[src/rtl/rotary_pkg.sv]
// Shared types and defaults for the rotary value controller.
package rotary_pkg;

  typedef enum logic [1:0] {IDLE, INC, DEC, COOL} rot_state_t;

  typedef logic [1:0] step_idx_t;

  localparam int STEP0_DEF = 1;
  localparam int STEP1_DEF = 10;
  localparam int STEP2_DEF = 100;

  function automatic step_idx_t next_step_idx(input step_idx_t cur);
    return (cur == 2'd2) ? 2'd0 : cur + 2'd1;
  endfunction

endpackage

[src/rtl/rot_sync_edge.sv]
// Multi-flop synchroniser with a registered falling-edge pulse and synchronised level.
module rot_sync_edge #(
  parameter int SYNC_STAGES = 3
) (
  input  logic Fg_clk,
  input  logic Resetn,
  input  logic din,
  output logic level,
  output logic fall
);

  logic [SYNC_STAGES-1:0] sync_q;

  // Stage 0 samples the pin; the edge is taken between the two oldest stages.
  always_ff @(posedge Fg_clk or negedge Resetn) begin
    if (!Resetn) begin
      sync_q <= '0;
      fall   <= 1'b0;
    end else begin
      sync_q <= {sync_q[SYNC_STAGES-2:0], din};
      fall   <= sync_q[SYNC_STAGES-1] & ~sync_q[SYNC_STAGES-2];
    end
  end

  assign level = sync_q[SYNC_STAGES-1];

endmodule

[src/rtl/rotary_value_ctrl.sv]
// Quadrature detent decoder driving a bounded value with selectable step,
// published to the DDS path once per update period.
module rotary_value_ctrl
  import rotary_pkg::*;
#(
  parameter int CNT_W       = 11,
  parameter int MAX_VAL     = 1799,
  parameter int SYNC_STAGES = 3,
  parameter int COOL_CYC    = 256,
  parameter int DET_TIMEOUT = 65535,
  parameter int DEB_CYC     = 240000,
  parameter int UPD_PERIOD  = 2400000,
  parameter int STEP0       = STEP0_DEF,
  parameter int STEP1       = STEP1_DEF,
  parameter int STEP2       = STEP2_DEF,
  parameter int WRAP        = 0
) (
  input  logic             Fg_clk,
  input  logic             Resetn,
  input  logic             Rot_A,
  input  logic             Rot_B,
  input  logic             Rot_C,
  input  logic [CNT_W-1:0] Min_val,
  output logic [CNT_W-1:0] address,
  output logic             FreqChng,
  output logic [1:0]       step_sel
);

  localparam int TMO_W  = $clog2(DET_TIMEOUT + 1);
  localparam int COOL_W = $clog2(COOL_CYC + 1);
  localparam int DEB_W  = $clog2(DEB_CYC + 1);
  localparam int PER_W  = (UPD_PERIOD > 1) ? $clog2(UPD_PERIOD) : 1;

  localparam logic [TMO_W-1:0]  TMO_LAST = TMO_W'(DET_TIMEOUT);
  localparam logic [COOL_W-1:0] COOL_MAX = COOL_W'(COOL_CYC);
  localparam logic [DEB_W-1:0]  DEB_LAST = DEB_W'(DEB_CYC - 1);
  localparam logic [PER_W-1:0]  PER_LAST = PER_W'(UPD_PERIOD - 1);
  localparam logic [CNT_W:0]    MAX_EXT  = (CNT_W+1)'(MAX_VAL);
  localparam logic [CNT_W-1:0]  MAX_CNT  = CNT_W'(MAX_VAL);

  logic a_lvl, a_fall, b_lvl, b_fall, c_lvl, c_fall_unused;

  rot_sync_edge #(.SYNC_STAGES(SYNC_STAGES)) u_sync_a (
    .Fg_clk(Fg_clk), .Resetn(Resetn), .din(Rot_A), .level(a_lvl), .fall(a_fall));
  rot_sync_edge #(.SYNC_STAGES(SYNC_STAGES)) u_sync_b (
    .Fg_clk(Fg_clk), .Resetn(Resetn), .din(Rot_B), .level(b_lvl), .fall(b_fall));
  rot_sync_edge #(.SYNC_STAGES(SYNC_STAGES)) u_sync_c (
    .Fg_clk(Fg_clk), .Resetn(Resetn), .din(Rot_C), .level(c_lvl), .fall(c_fall_unused));

  rot_state_t        state;
  logic [CNT_W-1:0]  count;
  logic [TMO_W-1:0]  tmo_cnt;
  logic [COOL_W-1:0] cool_cnt;
  logic [DEB_W-1:0]  deb_cnt;
  logic              deb_lvl;
  logic [PER_W-1:0]  per_cnt;

  logic [CNT_W:0]    step_ext;
  logic [CNT_W:0]    sum_ext;
  logic [CNT_W+1:0]  dec_lim;
  logic [CNT_W-1:0]  inc_val;
  logic [CNT_W-1:0]  dec_val;

  always_comb begin
    step_ext = (CNT_W+1)'(STEP0);
    case (step_sel)
      2'd1:    step_ext = (CNT_W+1)'(STEP1);
      2'd2:    step_ext = (CNT_W+1)'(STEP2);
      default: step_ext = (CNT_W+1)'(STEP0);
    endcase
  end

  // Widened compares so neither direction can alias modulo 2^CNT_W.
  always_comb begin
    sum_ext = {1'b0, count} + step_ext;
    dec_lim = {1'b0, step_ext} + {2'b00, Min_val};
    inc_val = sum_ext[CNT_W-1:0];
    if (sum_ext > MAX_EXT)
      inc_val = (WRAP != 0) ? Min_val : MAX_CNT;
    dec_val = count - step_ext[CNT_W-1:0];
    if ({2'b00, count} < dec_lim)
      dec_val = (WRAP != 0) ? MAX_CNT : Min_val;
  end

  always_ff @(posedge Fg_clk or negedge Resetn) begin
    if (!Resetn) begin
      deb_cnt  <= '0;
      deb_lvl  <= 1'b0;
      step_sel <= 2'd0;
    end else if (c_lvl == deb_lvl) begin
      deb_cnt <= '0;
    end else if (deb_cnt == DEB_LAST) begin
      deb_cnt <= '0;
      deb_lvl <= c_lvl;
      if (c_lvl)
        step_sel <= next_step_idx(step_sel);
    end else begin
      deb_cnt <= deb_cnt + DEB_W'(1);
    end
  end

  // The floor check comes last so it overrides any FSM write to count.
  always_ff @(posedge Fg_clk or negedge Resetn) begin
    if (!Resetn) begin
      state    <= IDLE;
      count    <= '0;
      tmo_cnt  <= '0;
      cool_cnt <= '0;
    end else begin
      case (state)
        IDLE: begin
          tmo_cnt <= '0;
          if (b_fall && !a_fall)
            state <= INC;
          else if (a_fall && !b_fall)
            state <= DEC;
        end
        INC: begin
          if (a_fall) begin
            count <= inc_val;
            state <= COOL;
          end else if (tmo_cnt == TMO_LAST) begin
            state <= IDLE;
          end else begin
            tmo_cnt <= tmo_cnt + TMO_W'(1);
          end
        end
        DEC: begin
          if (b_fall) begin
            count <= dec_val;
            state <= COOL;
          end else if (tmo_cnt == TMO_LAST) begin
            state <= IDLE;
          end else begin
            tmo_cnt <= tmo_cnt + TMO_W'(1);
          end
        end
        COOL: begin
          if (cool_cnt >= COOL_MAX && a_lvl && b_lvl) begin
            cool_cnt <= '0;
            state    <= IDLE;
          end else if (cool_cnt < COOL_MAX) begin
            cool_cnt <= cool_cnt + COOL_W'(1);
          end
        end
        default: state <= IDLE;
      endcase
      if (count < Min_val)
        count <= Min_val;
    end
  end

  always_ff @(posedge Fg_clk or negedge Resetn) begin
    if (!Resetn) begin
      per_cnt  <= '0;
      address  <= '0;
      FreqChng <= 1'b0;
    end else begin
      FreqChng <= 1'b0;
      if (per_cnt == PER_LAST) begin
        per_cnt  <= '0;
        address  <= count;
        FreqChng <= (address != count);
      end else begin
        per_cnt <= per_cnt + PER_W'(1);
      end
    end
  end

endmodule

[config.mk]
export PLATFORM = sky130hd
export DESIGN_NAME = rotary_value_ctrl
export DESIGN_NICKNAME = d
export VERILOG_FILES = /design/src/rtl/rotary_pkg.sv /design/src/rtl/rot_sync_edge.sv /design/src/rtl/rotary_value_ctrl.sv
export SDC_FILE = /design/constraint.sdc
export NUM_CORES = 1
export LEC_CHECK = 0
export ABC_AREA = 1
export CORE_ASPECT_RATIO = 0.7
export CORE_MARGIN = 4
export CORE_UTILIZATION = 65
export DETAILED_ROUTE_END_ITERATION = 16
export GPL_TIMING_DRIVEN = 0
export PLACE_DENSITY = 0.85
export SYNTH_ARGS = -nofsm -noshare
export SYNTH_HDL_FRONTEND = slang
export SYNTH_HIERARCHICAL = 1
export SYNTH_SLANG_ARGS = --single-unit
[constraint.sdc]
create_clock -name Fg_clk -period 8.1 [get_ports Fg_clk]
set_clock_uncertainty 0.2 [all_clocks]
set_input_delay 1.62 -clock Fg_clk [delete_from_list [all_inputs] [get_ports Fg_clk]]
set_output_delay 1.62 -clock Fg_clk [all_outputs]
set_load 0.01 [all_outputs]
==> results of run 1 <==
## per-layer routing
metal | part of all wire [%] | vias up | global-route usage (%)
li1 | - | 3084 | -
met1 | 51 | 2871 | 39.0
met2 | 41 | 232 | 37.9
met3 | 7.2 | 20 | 4.65
met4 | 1.2 | 0 | 5.82
met5 | 0 | - | 0
## critical path: stages
cell and delay [ns]:
clkdlybuf4s50_1 0.52, ha_1 0.22, fa_1 0.23, a21oi_1 0.09
o21bai_1 0.20, nand3_1 0.10, nand2_1 0.08, nand2_1 0.06
a21oi_1 0.22, nand3_1 0.12, xor2_1 0.17, ha_1 0.32
a21o_1 0.18, a31oi_1 0.13, nand2_1 0.15, nand2_1 0.14
nand2_1 0.11, nand2_2 0.16, inv_2 0.08, o21ai_1 0.17
o21ai_1 0.08
## power breakdown
group	internal, mW	switching [mW]	total (mW)
clock	0.276	0.183	0.459
combinational	0.370	0.643	1.01
sequential	0.579	0.0924	0.671
## sequential cells by signal (all words and copies together), names as in the netlist
name and flops:
cool_cnt 9, FreqChng 1, deb_cnt 18, count 11, tmo_cnt 16, per_cnt 22, u_sync_b/fall 1, u_sync_a/fall 1
step_sel 2, address 11, u_sync_c/sync_q 3, u_sync_b/sync_q 3, state 2, deb_lvl 1, u_sync_a/sync_q 3
## layout make-up
type / instances / area, sq um / share of cell area (%)
Clock buffer: 11 / 243 / 3.04
Timing Repair Buffer: 30 / 315 / 3.94
Tap cell: 148 / 185 / 2.32
Multi-Input combinational cell: 656 / 3930 / 49.1
Inverter: 146 / 556 / 6.95
Buffer: 12 / 97.6 / 1.22
Sequential cell: 104 / 2600 / 32.6
Clock inverter: 3 / 67.6 / 0.845
## worst min-delay path by stage
| stage | from | end | cells past startpoint |
|---|---|---|---|
| after floorplan | u_sync_a/sync_q[0]$_DFF_PN0_ | u_sync_a/sync_q[1]$_DFF_PN0_ | 0 |
| after global placement | u_sync_c/sync_q[0]$_DFF_PN0_ | u_sync_c/sync_q[1]$_DFF_PN0_ | 0 |
| after detailed placement | u_sync_a/sync_q[0]$_DFF_PN0_ | u_sync_a/sync_q[1]$_DFF_PN0_ | 0 |
| after CTS | u_sync_a/sync_q[0]$_DFF_PN0_ | u_sync_a/sync_q[1]$_DFF_PN0_ | 0 |
| after global routing | u_sync_a/sync_q[0]$_DFF_PN0_ | u_sync_a/sync_q[1]$_DFF_PN0_ | 0 |
| final | u_sync_a/sync_q[0]$_DFF_PN0_ | u_sync_a/sync_q[1]$_DFF_PN0_ | 0 |
## per-stage QoR
stage | total power, mW | instance area (sq um) | hold WS [ns] | setup WS (ns)
3_3_place_gp | 1.63 | 7660 | 0.132 | 1.28
5_1_grt | 2.31 | 7990 | 0.160 | 2.69
2_1_floorplan | 1.42 | 7180 | 0.131 | 3.68
3_5_place_dp | 1.66 | 7680 | 0.135 | 2.73
4_1_cts | 2.13 | 7990 | 0.149 | 3.04
6_report | 2.14 | 7990 | 0.149 | 3.00
==> impl_metrics.tcl, run 1 <==
set metrics [dict create \
    grt_pass1_vias 5606 \
    fin_util_pct 75.8 \
    drive_above_1_share_pct 9.98 \
    clk_pin_slew_worst_paths_ns 0.07 \
    grt_pass1_wl_um 26400 \
    drt-pass1-iter-count 5 \
    post-route-period-util_pct 62.9 \
    h-tree-depth 3 \
    max_cap_viol_count 0 \
    crit_path_start_kind "input port" \
    tightest_slew_ns 0.576 \
    drc 0 \
    wl_per_cell_um 14.1 \
    crit_type "input port to flip-flop" \
    power.density_nw_per_um2 268 \
    fill_cells 784 \
    portBuffers 29 \
    power_leakage_nw 3.88 \
    syn_area_sq_um 7180 \
    drt_iter0_markers 506 \
    layout_common_cells "nand2_1 (198), inv_1 (130), dfrtp_1 (104)" \
    endpoint_kind "flip-flop" \
    die_y_um 96.0 \
    synth_warnings 6 \
    antenna_found_initial 0 \
    critPathCapture "count[0]$_DFFE_PN0P_" \
    fp.dieW_um 134 \
    rsz0062_at_grt "false" \
    clock-sinks 104 \
    r2r-end "count[0]$_DFFE_PN0P_" \
    hold_buffers 0 \
    dp_hpwl_um 12100 \
    clockBufferDepth 2 \
    fin_cells 1110 \
    gp_congestion 0.934 \
    grt_max_degree 75 \
    viasPerCell 5.59 \
    timing.rr.start "step_sel[0]$_DFFE_PN0P_" \
    cts.repair.resized 0 \
    synth_nets 987 \
    clock_latency_ns 0.34 \
    root_buffer "clkbuf_16" \
    n_antenna_cell 0 \
    dpl.cell_count 1096 \
    track_usage_pct 25.5 \
    ir_drop_mv 0.155 \
    pin_count 30 \
    slew_headroom_pct 61.2 \
    area_growth_pct 11.3 \
    num_vias 6207 \
    final_max_slew_viol_count 0 \
    synthCells 918 \
    cp_max_fo 6 \
    hold_class "flip-flop to flip-flop" \
    finalSetupViolCount 0 \
    grt-ovfl-total 0 \
    arrival_ns 5.13 \
    cts_tree "built" \
    max_freq_ghz 0.196 \
    dieArea_sq_um 12800 \
    layout_commonest_cell "nand2_1" \
    rrSetupSlack_ns 3.78 \
    post_cts_buffers 0 \
    fin_tns_setup_ns 0 \
    startpoint "Min_val[0]" \
    period_minus_slack_ns 5.10 \
    status "finished, final reports clean" \
    final_nets 1028 \
    cts_buffers 9 \
    detail-route-antenna-nets 0 \
    reg2reg_depth 23 \
    num_rows 31 \
    cp_data_required_time_ns 8.13 \
    avgSynthCellArea_sq_um 7.82 \
    initial_core_util_pct 68.1 \
    hold_violations 0 \
    core_area_sq_um 10600 \
    drt-total-wl_um 15600 \
]
Note: power is estimated with default switching activity, not from simulation.
==> run 2, diff against run 1 <==
Settings changed: CORE_UTILIZATION 65 to 56, PLACE_DENSITY 0.85 to 0.77.
Clock period 8.1 ns to 4.4 ns, I/O delays scaled along.
==> run 2 against run 1 <==
Global-route usage shrank 3.1 points. Combinational power is 88% higher. Sequential power up 85%. Total power increased by 87%. Sequential cell count unchanged. Cell count is 1.6% higher. Sequential share of layout area down 0.27 points. Critical path type unchanged. Critical endpoint unchanged.
==> impl_metrics.tcl, run 2 (synthesis gave the netlist of run 1 again) <==
set metrics [dict create \
    hold_violations 0 \
    clockBufferDepth 2 \
    drt-pass1-iter-count 5 \
    clk_pin_slew_worst_paths_ns 0.07 \
    cts_buffers 9 \
    grt_max_degree 73 \
    drt-total-wl_um 15700 \
    wl_per_cell_um 13.9 \
    slew_headroom_pct 63.7 \
    root_buffer "clkbuf_16" \
    min_from "u_sync_c/sync_q[0]$_DFF_PN0_" \
    finalSetupViolCount 0 \
    timing.rr.start "step_sel[0]$_DFFE_PN0P_" \
    portBuffers 29 \
    drc 0 \
    placedInstanceArea_sq_um 7700 \
    cts_tree "built" \
    power.density_nw_per_um2 498 \
    status "finished, final reports clean" \
    crit_type "input port to flip-flop" \
    final_max_slew_viol_count 0 \
    critPathCapture "count[0]$_DFFE_PN0P_" \
    max_freq_ghz 0.240 \
    period_minus_slack_ns 4.17 \
    rrSetupSlack_ns 0.31 \
    area_growth_pct 12.2 \
    tightest_slew_ns 0.540 \
    r2r-end "count[0]$_DFFE_PN0P_" \
    gp_congestion 0.903 \
    pin_count 30 \
    arrival_ns 4.20 \
    cp_data_required_time_ns 4.43 \
    dieArea_sq_um 14700 \
    fin_util_pct 64.7 \
    fp.dieW_um 143 \
    die_y_um 103 \
    layout_commonest_cell "nand2_1" \
    fill_cells 1081 \
    grt-ovfl-total 0 \
    drt_iter0_markers 357 \
    endpoint_kind "flip-flop" \
    dp_hpwl_um 12000 \
    layout_common_cells "nand2_1 (197), inv_1 (130), dfrtp_1 (104)" \
    reg2reg_depth 23 \
    startpoint "Min_val[0]" \
    clock_latency_ns 0.35 \
    track_usage_pct 22.4 \
    drive_above_1_share_pct 11.0 \
    detail-route-antenna-nets 0 \
    num_rows 34 \
    initial_core_util_pct 57.6 \
    largest_registers "per_cnt x22, deb_cnt x18, tmo_cnt x16" \
    max_cap_viol_count 0 \
    regMostFlops "per_cnt" \
    grt_pass1_vias 5779 \
    core_area_sq_um 12500 \
    hold_ws_ns 0.151 \
    hold_class "flip-flop to flip-flop" \
    num_vias 6035 \
    clock-sinks 104 \
    crit_path_start_kind "input port" \
    fin_area_sq_um 8060 \
    power_leakage_nw 3.90 \
    cp_max_fo 5 \
    viasPerCell 5.35 \
    final_nets 1030 \
    antenna_found_initial 0 \
    grt_pass1_wl_um 26700 \
    h-tree-depth 3 \
    post-route-period-util_pct 94.8 \
    n_antenna_cell 0 \
    largest_reg_flops 22 \
    ir_drop_mv 0.299 \
]
==> run 2: cell types whose count changed in the layout (fill, tap and decap cells not counted), sizes merged <==
| cell | change |
|---|---|
| buf | +2 |
| inv | +2 |
==> run 2: area by class of cell <==
| class | count | area, sq um | area share [%] |
|---|---|---|---|
| plain buffers | 12 | 97.6 | 1.21 |
| clock buffers | 11 | 233 | 2.89 |
| clock inverters | 5 | 87.6 | 1.09 |
| inverters | 146 | 556 | 6.89 |
| multi-input cells | 656 | 3950 | 49.0 |
| flip-flops and latches | 104 | 2600 | 32.3 |
| well taps | 162 | 203 | 2.51 |
| repair buffers | 32 | 330 | 4.10 |
==> run 2: critical path, cell delays in order <==
cell and delay [ns]:
clkdlybuf4s50_1 0.52, ha_2 0.22, fa_2 0.23, a21oi_2 0.07, o21bai_2 0.15, nand3_1 0.10, nand2_1 0.09, nand2_1 0.08
a21oi_2 0.17, nand3_1 0.10, xor2_1 0.16, ha_1 0.31, a21o_1 0.18, a31oi_1 0.17, nand2_2 0.12, nand2_1 0.12
nand2_1 0.09, nand2_2 0.13, inv_2 0.08, o21ai_1 0.15, o21ai_1 0.09
==> run 2: metal layers <==
metal  global-route usage (%)  share of wire [%]
met4                     4.41               0.89
met2                     34.6                 43
met3                     4.91                5.5
met5                        0                  0
met1                     33.0                 51
==> run 2: stage by stage <==
step | TNS [ns] | worst slack (ns) | std cells | power [mW]
after global placement | -174.21 | -1.68 | 1109 | 3.03
after global routing | -0.0200 | -0.0200 | 1128 | 4.34
after floorplan | 0 | 0.724 | 918 | 2.62
after detailed placement | -1.20 | -0.210 | 1110 | 3.07
after CTS | 0 | 0.0969 | 1126 | 3.97
final | 0 | 0.229 | 1128 | 4.01
==> run 2: how the worst min path moves through the flow <==
stage / end / cells after the start / slack [ns]
global route: u_sync_c/sync_q[2]$_DFF_PN0_ / 0 / 0.17
global placement: u_sync_b/sync_q[1]$_DFF_PN0_ / 0 / 0.13
detailed placement: u_sync_c/sync_q[1]$_DFF_PN0_ / 0 / 0.14
CTS: u_sync_c/sync_q[1]$_DFF_PN0_ / 0 / 0.15
floorplan: u_sync_a/sync_q[1]$_DFF_PN0_ / 0 / 0.13
finish: u_sync_c/sync_q[1]$_DFF_PN0_ / 0 / 0.15
==> run 2: where the power goes <==
group | switching, mW | internal [mW] | leakage, nW
Clock | 0.369 | 0.506 | 0.152
Combinational | 1.19 | 0.702 | 2.37
Sequential | 0.175 | 1.06 | 1.37
Total | 1.74 | 2.27 | 3.90
==> run 2: timing repair <==
action / CTS / global route
endpoints found under the hold margin: 0 / 0
setup endpoints to repair: 0 / 10
resized for setup: 0 / 7
hold buffers: 0 / 0
buffers inserted: 0 / 2
